File: src/rtl/defines.sv
// Build-wide width macros for the FRAM subsystem.
// Guarded so it may be both compiled on its own and included by any file.
`ifndef FRAM_DEFINES_SV
`define FRAM_DEFINES_SV
`define FRAM_ADDR_WIDTH 12
`define FRAM_BANK_NUM   4
`define DATA_WIDTH      16
`endif

File: src/rtl/npu_pkg.sv
// Shared NPU package: read-side FSM state encoding and the 1-bit
// round-robin arbitration pointer used by fram_arbiter.
`include "defines.sv"

package npu_pkg;

  localparam int FRAM_ADDR_W = `FRAM_ADDR_WIDTH;
  localparam int FRAM_BANK_W = $clog2(`FRAM_BANK_NUM);
  localparam int FRAM_DATA_W = `DATA_WIDTH;

  typedef enum logic {
    R_IDLE = 1'b0,
    R_RSP  = 1'b1
  } rd_state_e;

  // Side that wins the next same-bank collision.
  typedef enum logic {
    PTR_RD = 1'b0,
    PTR_WR = 1'b1
  } arb_ptr_e;

endpackage

File: src/rtl/fram_wbuf.sv
// Two-entry in-order write buffer (address + data).
// Ports:
//   clk, rst_n            clock, synchronous active-low reset
//   push/push_addr/data   enqueue (ignored when full)
//   pop                   dequeue head (ignored when empty)
//   head_addr/head_data   current head entry
//   empty, full           occupancy flags
module fram_wbuf #(
  parameter int DATA_W = 16,
  parameter int ADDR_W = 12
) (
  input  logic              clk,
  input  logic              rst_n,
  input  logic              push,
  input  logic [ADDR_W-1:0] push_addr,
  input  logic [DATA_W-1:0] push_data,
  input  logic              pop,
  output logic [ADDR_W-1:0] head_addr,
  output logic [DATA_W-1:0] head_data,
  output logic              empty,
  output logic              full
);

  logic [ADDR_W-1:0] addr_mem [2];
  logic [DATA_W-1:0] data_mem [2];
  logic              wr_idx;
  logic              rd_idx;
  logic [1:0]        count;
  logic              push_ok;
  logic              pop_ok;

  assign empty   = (count == 2'd0);
  assign full    = (count == 2'd2);
  assign push_ok = push && !full;
  assign pop_ok  = pop && !empty;

  assign head_addr = addr_mem[rd_idx];
  assign head_data = data_mem[rd_idx];

  always_ff @(posedge clk) begin
    if (!rst_n) begin
      wr_idx <= 1'b0;
      rd_idx <= 1'b0;
      count  <= 2'd0;
    end else begin
      if (push_ok) wr_idx <= ~wr_idx;
      if (pop_ok)  rd_idx <= ~rd_idx;
      case ({push_ok, pop_ok})
        2'b10:   count <= count + 2'd1;
        2'b01:   count <= count - 2'd1;
        default: count <= count;
      endcase
    end
  end

  // Storage carries no reset; occupancy alone decides validity.
  always_ff @(posedge clk) begin
    if (push_ok) begin
      addr_mem[wr_idx] <= push_addr;
      data_mem[wr_idx] <= push_data;
    end
  end

endmodule

File: src/rtl/fram_arbiter.sv
// FRAM read/write arbiter in front of a banked router.
// One read port (1-cycle latency) and one buffered write port share the
// banks; different-bank requests issue together, same-bank collisions are
// resolved by a 1-bit round-robin pointer.
// Ports:
//   clk, rst_n                         clock, synchronous active-low reset
//   rd_req_valid/ready/addr            read request handshake
//   rd_rsp_valid/data                  read response (cycle after grant)
//   wr_req_valid/ready/addr/data       write request handshake
//   rp_addr, rp_rdata                  router read port
//   wp_addr, wp_wdata, wp_en           router write port
//   wbuf_empty                         every accepted write has issued
`include "defines.sv"

module fram_arbiter
  import npu_pkg::*;
#(
  parameter int ADDR_W = `FRAM_ADDR_WIDTH,
  parameter int BANK_W = $clog2(`FRAM_BANK_NUM),
  parameter int DATA_W = `DATA_WIDTH
) (
  input  logic              clk,
  input  logic              rst_n,
  input  logic              rd_req_valid,
  output logic              rd_req_ready,
  input  logic [ADDR_W-1:0] rd_req_addr,
  output logic              rd_rsp_valid,
  output logic [DATA_W-1:0] rd_rsp_data,
  input  logic              wr_req_valid,
  output logic              wr_req_ready,
  input  logic [ADDR_W-1:0] wr_req_addr,
  input  logic [DATA_W-1:0] wr_req_data,
  output logic [ADDR_W-1:0] rp_addr,
  input  logic [DATA_W-1:0] rp_rdata,
  output logic [ADDR_W-1:0] wp_addr,
  output logic [DATA_W-1:0] wp_wdata,
  output logic              wp_en,
  output logic              wbuf_empty
);

  logic [ADDR_W-1:0] head_addr;
  logic [DATA_W-1:0] head_data;
  logic              fifo_empty;
  logic              fifo_full;
  logic              fifo_push;

  logic [BANK_W-1:0] rd_bank;
  logic [BANK_W-1:0] wr_bank;
  logic [BANK_W-1:0] last_bank;
  logic [BANK_W-1:0] rp_bank;

  logic              rd_cand;
  logic              wr_cand;
  logic              collide;
  logic              rd_gnt;
  logic              wr_gnt;

  rd_state_e         rd_state;
  rd_state_e         rd_state_nxt;
  arb_ptr_e          ptr;
  arb_ptr_e          ptr_nxt;
  logic [ADDR_W-1:0] rd_addr_p1;

  assign wr_req_ready = rst_n && !fifo_full;
  assign fifo_push    = wr_req_valid && wr_req_ready;

  fram_wbuf #(
    .DATA_W (DATA_W),
    .ADDR_W (ADDR_W)
  ) u_wbuf (
    .clk       (clk),
    .rst_n     (rst_n),
    .push      (fifo_push),
    .push_addr (wr_req_addr),
    .push_data (wr_req_data),
    .pop       (wr_gnt),
    .head_addr (head_addr),
    .head_data (head_data),
    .empty     (fifo_empty),
    .full      (fifo_full)
  );

  assign rd_bank   = rd_req_addr[ADDR_W-1 -: BANK_W];
  assign wr_bank   = head_addr[ADDR_W-1 -: BANK_W];
  assign last_bank = rd_addr_p1[ADDR_W-1 -: BANK_W];

  // Arbitration and read FSM next state. While a response is in flight the
  // router keeps the previous read bank selected, so only a same-bank read
  // may follow immediately; any other bank waits for R_IDLE.
  always_comb begin
    rd_cand      = 1'b0;
    wr_cand      = 1'b0;
    collide      = 1'b0;
    rd_gnt       = 1'b0;
    wr_gnt       = 1'b0;
    ptr_nxt      = ptr;
    rd_state_nxt = R_IDLE;

    rd_cand = rst_n && rd_req_valid &&
              ((rd_state == R_IDLE) || (rd_bank == last_bank));
    wr_cand = rst_n && !fifo_empty;
    collide = rd_cand && wr_cand && (rd_bank == wr_bank);

    rd_gnt = rd_cand && (!collide || (ptr == PTR_RD));
    wr_gnt = wr_cand && (!collide || (ptr == PTR_WR));

    if (collide) ptr_nxt = (ptr == PTR_RD) ? PTR_WR : PTR_RD;

    if (rd_gnt) rd_state_nxt = R_RSP;
  end

  always_ff @(posedge clk) begin
    if (!rst_n) begin
      rd_state   <= R_IDLE;
      ptr        <= PTR_RD;
      rd_addr_p1 <= '0;
    end else begin
      rd_state <= rd_state_nxt;
      ptr      <= ptr_nxt;
      if (rd_gnt) rd_addr_p1 <= rd_req_addr;
    end
  end

  // Grant stage: router address is live on a grant, otherwise held.
  assign rd_req_ready = rd_gnt;
  assign rp_addr      = rd_gnt ? rd_req_addr : rd_addr_p1;
  assign rp_bank      = rp_addr[ADDR_W-1 -: BANK_W];

  // An idle write port points at a bank the read port is not using, so the
  // router never blocks the read bank on behalf of a non-write.
  assign wp_en    = wr_gnt;
  assign wp_addr  = wr_gnt ? head_addr
                           : {rp_bank ^ BANK_W'(1), {(ADDR_W-BANK_W){1'b0}}};
  assign wp_wdata = wr_gnt ? head_data : '0;

  // Response stage: rp_rdata now holds the word addressed in the grant cycle.
  assign rd_rsp_valid = rst_n && (rd_state == R_RSP);
  assign rd_rsp_data  = rd_rsp_valid ? rp_rdata : '0;

  assign wbuf_empty = fifo_empty;

endmodule

File: config.mk
export PLATFORM = sky130hd
export DESIGN_NAME = fram_arbiter
export DESIGN_NICKNAME = d
export VERILOG_FILES = /design/src/rtl/npu_pkg.sv /design/src/rtl/fram_wbuf.sv /design/src/rtl/fram_arbiter.sv
export VERILOG_INCLUDE_DIRS = /design/src /design/src/rtl
export SDC_FILE = /design/constraint.sdc
export NUM_CORES = 1
export LEC_CHECK = 0
export BUFFER_PORTS_ARGS = -buffer_cell sky130_fd_sc_hd__clkbuf_2
export CORE_UTILIZATION = 49
export DETAILED_ROUTE_END_ITERATION = 6
export GPL_TIMING_DRIVEN = 1
export PLACE_DENSITY_LB_ADDON = 0.2
export SLEW_MARGIN = 40
export SYNTH_ARGS = -nofsm -noshare
export SYNTH_HDL_FRONTEND = slang
export SYNTH_HIERARCHICAL = 1
export SYNTH_SLANG_ARGS = --single-unit
File: constraint.sdc
create_clock -name clk -period 4.32 [get_ports clk]
set_clock_uncertainty 0.1 [all_clocks]
set_input_delay 0.864 -clock clk [delete_from_list [all_inputs] [get_ports clk]]
set_output_delay 0.864 -clock clk [all_outputs]
set_load 0.05 [all_outputs]
# Word level (Yosys, flattened, before mapping)

Memory sizes are Yosys's and may differ from the RTL's. A register that Yosys moved wholly into a read port is not among the register bits.
Cells that the tools add are included.

Muxes and demuxes: 13
Reduce and logical (&&, ||, !) cells: 20
Add/sub/neg operators: 2
Equality and inequality tests: 5
Bitwise operators: 5

Operators by type and width:

| cell                                                                | number |
|---|---|
| 16-bit 2-to-1 mux                                                   | 2 |
| 12-bit 2-to-1 mux                                                   | 2 |
| 1-bit logical AND                                                   | 12 |
| 1-bit 2-to-1 mux                                                    | 8 |
| 1-bit NOT                                                           | 5 |
| 2-bit == test                                                       | 2 |
| 2-bit == test (second input constant)                               | 2 |
| 2-bit case mux with 2 select lines                                  | 1 |
| 1-bit zero test                                                     | 3 |
| 1-bit logical OR                                                    | 3 |
| 2-bit by 1-bit adder with 2-bit output (second input constant)      | 1 |
| 2-bit by 1-bit == test with 1-bit output (second input constant)    | 1 |
| 2-bit zero test                                                     | 1 |
| 2-bit nonzero test                                                  | 1 |
| 2-bit by 1-bit subtractor with 2-bit output (second input constant) | 1 |

Output and inout bits: 61
Memory bits (writable): 56
Flip-flop bits (word level): 18
Memories: 2
Word-level logic and storage cells: 53
Input port bits: 60

Memory list:

| memory          | depth | width | rd ports | clocked after memory_dff | wr ports | line            | RTL |
|---|---|---|---|---|---|---|---|
| u_wbuf.data_mem | 2     | 16    | 1        | 1                        | 1        | fram_wbuf.sv:25 | `logic [DATA_W-1:0] data_mem [2];` |
| u_wbuf.addr_mem | 2     | 12    | 1        | 1                        | 1        | fram_wbuf.sv:24 | `logic [ADDR_W-1:0] addr_mem [2];` |

# Logic depth before layout (Yosys ltp)

Gate-level depths: netlist of the first run.

Word-level depth: 11
Mapped depth: 13
Mapped depth without buffers: 10

# By module

Netlist of the first run, hierarchy kept.

Modules (own cells, without submodules):

| module       | area each (µm²) | cells each | instances | sequential area each (µm²) |
|---|---|---|---|---|
| fram_wbuf    | 2248.4          | 113        | 1         | 1781.7 |
| fram_arbiter | 1092.3          | 147        | 1         | 280.3 |

# Worst setup path after synthesis of the first run

No wires, ideal clock.

Path kind: register to output
Start point: reg with a tool-made name
End point: out wp_addr[10]
Cell stages (with the launch flop): 10
Slack: 529 ps
Arrival: 2827 ps
Cell sequence: dfxtp_1 -> buf_2 -> buf_2 -> mux2_2 -> xor2_1 -> or4_4 -> o21ai_2 -> inv_2 -> buf_6 -> o31ai_2

RTL lines:

| what             | line               | RTL |
|---|---|---|
| end: declaration | fram_arbiter.sv:35 | `output logic [ADDR_W-1:0] wp_addr,` |

==> results of run 1 <==
[logic make-up after synthesis]
logic type / share of synthesized area [%]
AOI/OAI and AO/OA: 8.28
xor gates and xnor gates: 1.84
adders and majority gates: 0.374
buffers and inverters: 2.96
DFF: 61.7
muxes: 9.44
and+or+nand+nor: 15.4
[routing by layer]
| metal | wire (um) | vias to the layer above |
|---|---|---|
| li1 | - | 1207 |
| met1 | 2840 | 1113 |
| met2 | 3280 | 75 |
| met3 | 350 | 9 |
| met4 | 105 | 0 |
| met5 | 0 | - |
[state kept, by name, indices dropped and copies added (netlist names), named ones only]
register / count
rd_state: 1
u_wbuf/wr_idx: 1
ptr: 1
u_wbuf/rd_idx: 1
rd_addr_p1: 12
u_wbuf/addr_mem: 24
u_wbuf/count: 2
u_wbuf/data_mem: 32
[area by class of cell]
cell class,count,area (um2)
timing repair buffer,125,638
sequential,75,2060
inverter,6,22.5
tap,77,96.3
fill,511,2220
clock buffer,9,124
multi-input combinational,163,1180
clock inverter,6,113
[layout by cell type (no fill, tap or decap), types with 2 or more instances in the layout]
cell | Yosys | routed
o31a_1 | 2 | 2
nand2b_1 | 2 | 2
clkbuf_2 | 0 | 120
a21oi_1 | 12 | 12
nand4_1 | 11 | 11
a21boi_1 | 2 | 2
o21a_1 | 3 | 3
nor2b_1 | 2 | 2
edfxtp_1 | 56 | 56
nor2_1 | 3 | 3
o31ai_2 | 2 | 2
o31ai_1 | 12 | 12
and2_1 | 29 | 29
nor3_1 | 3 | 3
bufinv_16 | 0 | 3
nand2_1 | 12 | 12
o21ai_0 | 3 | 3
and3_1 | 17 | 17
xnor2_1 | 3 | 3
xor2_1 | 4 | 4
inv_1 | 3 | 3
buf_4 | 0 | 5
mux2_2 | 28 | 28
dfxtp_1 | 19 | 19
inv_2 | 3 | 3
clkbuf_8 | 0 | 9
or3_1 | 3 | 3
[through the flow]
stage,hold WS [ns],std cells
after floorplan,0.357,260
after global placement,0.366,446
after detailed placement,0.376,446
after CTS,0.388,461
after global routing,0.426,461
final,0.384,461
[worst max-delay path, cell delays in order (launching register included)]
cell,delay [ns]
dfxtp_1,0.47
mux2_2,0.40
xor2_1,0.21
or4_4,0.51
o21ai_2,0.17
inv_2,0.21
o31ai_2,0.22
clkbuf_2,0.31
[where the power goes]
part           switching [W]  internal (W)
Combinational       0.000213     0.0000911
Clock               0.000251      0.000382
Sequential         0.0000122      0.000807
[path summary, 6_finish.rpt]
path / from / slack (ns) / to / cells after the start
hold reg to reg: rd_addr_p1[9] / 0.38 / rd_addr_p1[9] / 2
setup reg to reg: register / 1.17 / u_wbuf/count[1] / 9
setup / recovery: register / 0.51 / wp_addr[10] / 7
hold / removal: rd_addr_p1[9] / 0.38 / rd_addr_p1[9] / 2
==> reports/metrics.cfg, run 1 <==
[status]
status = complete, but fails checks
violations = DRC

[global_routing]
grtUsageMet1_pct = 23.4
gr-usage-met2_pct = 33.2
grt_usage_pct = 19.8
gr-total-overflow = 0
grt_pass1_wl_mm = 10.9
gr-max-usage-layer = met2
use_met3_pct = 5.11
grt_max_degree = 30
grt_pass1_vias = 2372
grt_antenna_before_repair = 0

[route]
postRouteAntennaNets = 0
routed_wirelength_mm = 6.57
drt_iter0_drc = 72
vias = 2404
dr.pass1.iters = 7
wl_per_cell_um = 14.2
drc = 5
avgViaCountPerCell = 5.21

[placement]
place.gp.congestion = 0.764
io_buffers = 120
place_area_um2 = 4000
dp_slack_ns = 0.568
dp_hpwl_mm = 4.43

[yosys]
synth.avg_cell_area_um2 = 12.8
yosysMostFrequentCell = edfxtp_1
ys_types = 37
synth_area_um2 = 3340
post-synth-top-area-cell = edfxtp_1
synth_ff_type = edfxtp_1
synth_top_area_share_pct = 50.3
async_flop_share_pct = 0
synth-edff-count = 56
synthesis.nets = 321
ys_top_cells_by_area = edfxtp_1 (50%), dfxtp_1 (11%), mux2_2 (9.4%)
synth_warnings = 6
synth_common_cells = edfxtp_1 (56), and2_1 (29), mux2_2 (28)
synth_cells = 260
ys_ff_latch = 75
seq_area_frac_synth_pct = 61.7

[cts]
cts_buffers = 9
worstSkewPairLatency_ns = 0.34
cts_setup_buffers = 0
cts_root_buf = clkbuf_8
cts_htree_levels = 3
cts_tree = done
clk_pin_slew_ns = 0.07
ctsResizeCount = 0
clockBufferDepth = 2
ctsHoldBuffers = 0
cts_sinks = 75

[final_layout]
nets = 441
final_util_pct = 65.6
drive_gt1_share_pct = 45.8
antenna_cells = 0
stdcell_area_um2 = 4240
area_delta_synth_final_pct = 26.8

[power_and_ir_drop]
p_total_w = 0.00176
p_per_area_nw_per_um2 = 415
peakVddDrop_v = 0.000172
p_leak_nw = 1.87

[critical_path]
critPathKind = reg2out
required_ns = 3.36
end_kind = output port
cp.arrival_ns = 2.85
worstPathMaxFanout = 29
start_kind = register

[timing]
drv_slew = 0
rsz0062_at_grt = false
setup_violations = 0
post-route-period-util_pct = 88.3
hold_viol = 0
tns_ns = 0
max_freq_mhz = 262
worst_slack_ns = 0.507
period_needed_ns = 3.81
relSlewSlack_pct = 57.9
worst_pin_slew_ns = 0.632

[floorplanning]
start_util_pct = 51.7
die-area_um2 = 7150
die_x_um = 84.6
die_y_um = 84.6
fp.coreArea_um2 = 6460
std_cell_rows = 29
io_pins = 121

[run]
drv_cap = 0

[worst_hold_path]
hp-class = reg2reg

No activity file was read; power rests on OpenSTA's default activity.
==> inputs of run 2 (changes only) <==
--- a/config.mk
+++ b/config.mk
@@ -13,3 +13,3 @@
 export PLACE_DENSITY_LB_ADDON = 0.2
-export SLEW_MARGIN = 40
+export SLEW_MARGIN = 5
 export SYNTH_ARGS = -nofsm -noshare
--- a/constraint.sdc
+++ b/constraint.sdc
@@ -4,2 +4,2 @@
 set_output_delay 0.864 -clock clk [all_outputs]
-set_load 0.05 [all_outputs]
+set_load 0.1 [all_outputs]
==> reports/metrics.cfg, run 2 (same netlist as run 1, synthesis figures left out) <==
[final_layout]
largest_register_ffs = 32  ; unchanged
nFillCells = 436  ; -15%
final_cell_mix = clkbuf_2 (80), edfxtp_1 (56), buf_12 (40)
reg_top3 = u_wbuf/data_mem (32), u_wbuf/addr_mem (24), rd_addr_p1 (12)
antenna_cells = 0  ; unchanged
drive_gt1_share_pct = 46.5  ; +0.68 points
area_delta_synth_final_pct = 44.5
nets = 443  ; +0.45%
multi_input_area_um2 = 1200  ; +1.9%
top_register = u_wbuf/data_mem
final_common_cell = clkbuf_2
seqCellArea_um2 = 2060  ; unchanged

[global_routing]
grt_pass1_wl_mm = 11.2  ; +3.1%
gr-total-overflow = 0  ; unchanged
grt_pass1_vias = 2424  ; +2.2%
grt_max_degree = 30  ; unchanged
grt_antenna_before_repair = 0  ; unchanged
grt_usage_pct = 20.4  ; +0.58 points

[route]
wl_per_cell_um = 14.8  ; +4.1%
drt_iter0_drc = 137  ; +90%
dr.pass1.iters = 7  ; unchanged
routed_wirelength_mm = 6.89  ; +4.8%
drc = 6  ; +1
postRouteAntennaNets = 0  ; unchanged
avgViaCountPerCell = 5.33  ; +2.2%
vias = 2473  ; +2.9%

[cts]
cts_tree = done
ctsResizeCount = 0  ; unchanged
clockBufferDepth = 2  ; unchanged
clk_pin_slew_ns = 0.07  ; about the same
cts_htree_levels = 3  ; unchanged
cts_setup_buffers = 0  ; unchanged
worstSkewPairLatency_ns = 0.34  ; about the same
cts_root_buf = clkbuf_8
ctsHoldBuffers = 0  ; unchanged
cts_buffers = 9  ; unchanged
cts_sinks = 75  ; unchanged

[critical_path]
worstPathMaxFanout = 29  ; unchanged
critPathSlowestCell = or4_4
crit_path_cell_trace = mux2_2 -> xor2_1 -> or4_4 -> o21ai_2 -> inv_2 -> o31ai_4 -> buf_12
critPathKind = reg2out
max_stage_delay_ns = 0.52  ; about the same
cp_top_family = simple AND/OR/NAND/NOR gates
end_kind = output port
start_kind = register
cp.arrival_ns = 2.81  ; -0.04 ns
required_ns = 3.36  ; about the same
crit_buf_inv = 2  ; unchanged

[power_and_ir_drop]
p_per_area_nw_per_um2 = 386  ; -6.8%
p_leak_nw = 2.01  ; +7.7%
p_total_w = 0.00187  ; +6.2%
peakVddDrop_v = 0.000282  ; +64%

[floorplanning]
die_x_um = 84.6  ; unchanged
io_pins = 121  ; unchanged
std_cell_rows = 29  ; unchanged
start_util_pct = 51.7  ; unchanged
die-area_um2 = 7150  ; unchanged
fp.coreArea_um2 = 6460  ; unchanged
die_y_um = 84.6  ; unchanged

[timing]
period_needed_ns = 3.77  ; -0.0406 ns
post-route-period-util_pct = 87.3  ; -0.94 points
tns_ns = 0  ; unchanged
max_freq_mhz = 265  ; +1.1%
worst_pin_slew_ns = 0.554  ; -0.0779 ns
drv_slew = 0  ; unchanged
hold_viol = 0  ; unchanged
relSlewSlack_pct = 63.2  ; +5.4 points
rsz0062_at_grt = false
setup_violations = 0  ; unchanged

[status]
violations = DRC
status = complete, but fails checks

[placement]
dp_hpwl_mm = 4.87  ; +10%
io_buffers = 120  ; unchanged
place.gp.congestion = 0.768  ; +0.60%

[worst_hold_path]
min-delay-start = rd_addr_p1[0]
hp-class = reg2reg

[run]
drv_cap = 0  ; unchanged

[run 2: final timing paths]
check	endpoint	cells after the start	slack (ns)
hold reg to reg	rd_addr_p1[0]	2	0.38
setup reg to reg	u_wbuf/count[1]	9	1.13
hold / removal	rd_addr_p1[0]	2	0.38
setup / recovery	wp_addr[10]	7	0.55
[run 2: metal layers]
layer	wire [um]	track usage, %	vias to the layer above
met2	3450	35.3	85
met3	430	4.42	15
met4	172	9.71	0
met5	0	0	-
met1	2830	24.2	1166
li1	-	-	1207
[run 2: through the flow]
step                      util, %  std cells  setup WS [ns]  instance area (um2)  hold WS (ns)
after CTS                    74.8        464          0.502                 4830         0.387
after global routing         74.8        464          0.380                 4830         0.415
final                        74.8        464          0.547                 4830         0.383
after floorplan                 -        260          0.349                 3360         0.357
after detailed placement     71.8        448          0.597                 4640         0.375
after global placement       71.8        448          0.652                 4640         0.365
[run 2: power breakdown]
group	leakage (nW)	total, W	internal [W]	switching [W]
clock network	0.0947	0.000518	0.000265	0.000253
registers	0.669	0.000819	0.000807	0.0000127
logic	1.25	0.000528	0.000172	0.000357
[run 2: cell type report]
cell class	count	share of cell area (%)
Sequential cell	75	42.7
Timing Repair Buffer	127	26.0
Multi-Input combinational cell	163	24.9
Clock buffer	9	2.57
Tap cell	77	2.00
Clock inverter	7	1.40
Inverter	6	0.466
[run 2: tightest hold or removal path, delay by kind of cell, from the launching register on]
| kind | cells | cell delay, ns |
|---|---|---|
| AO/OA/AOI/OAI | 2 | 0.14 |
| flip-flops | 1 | 0.30 |
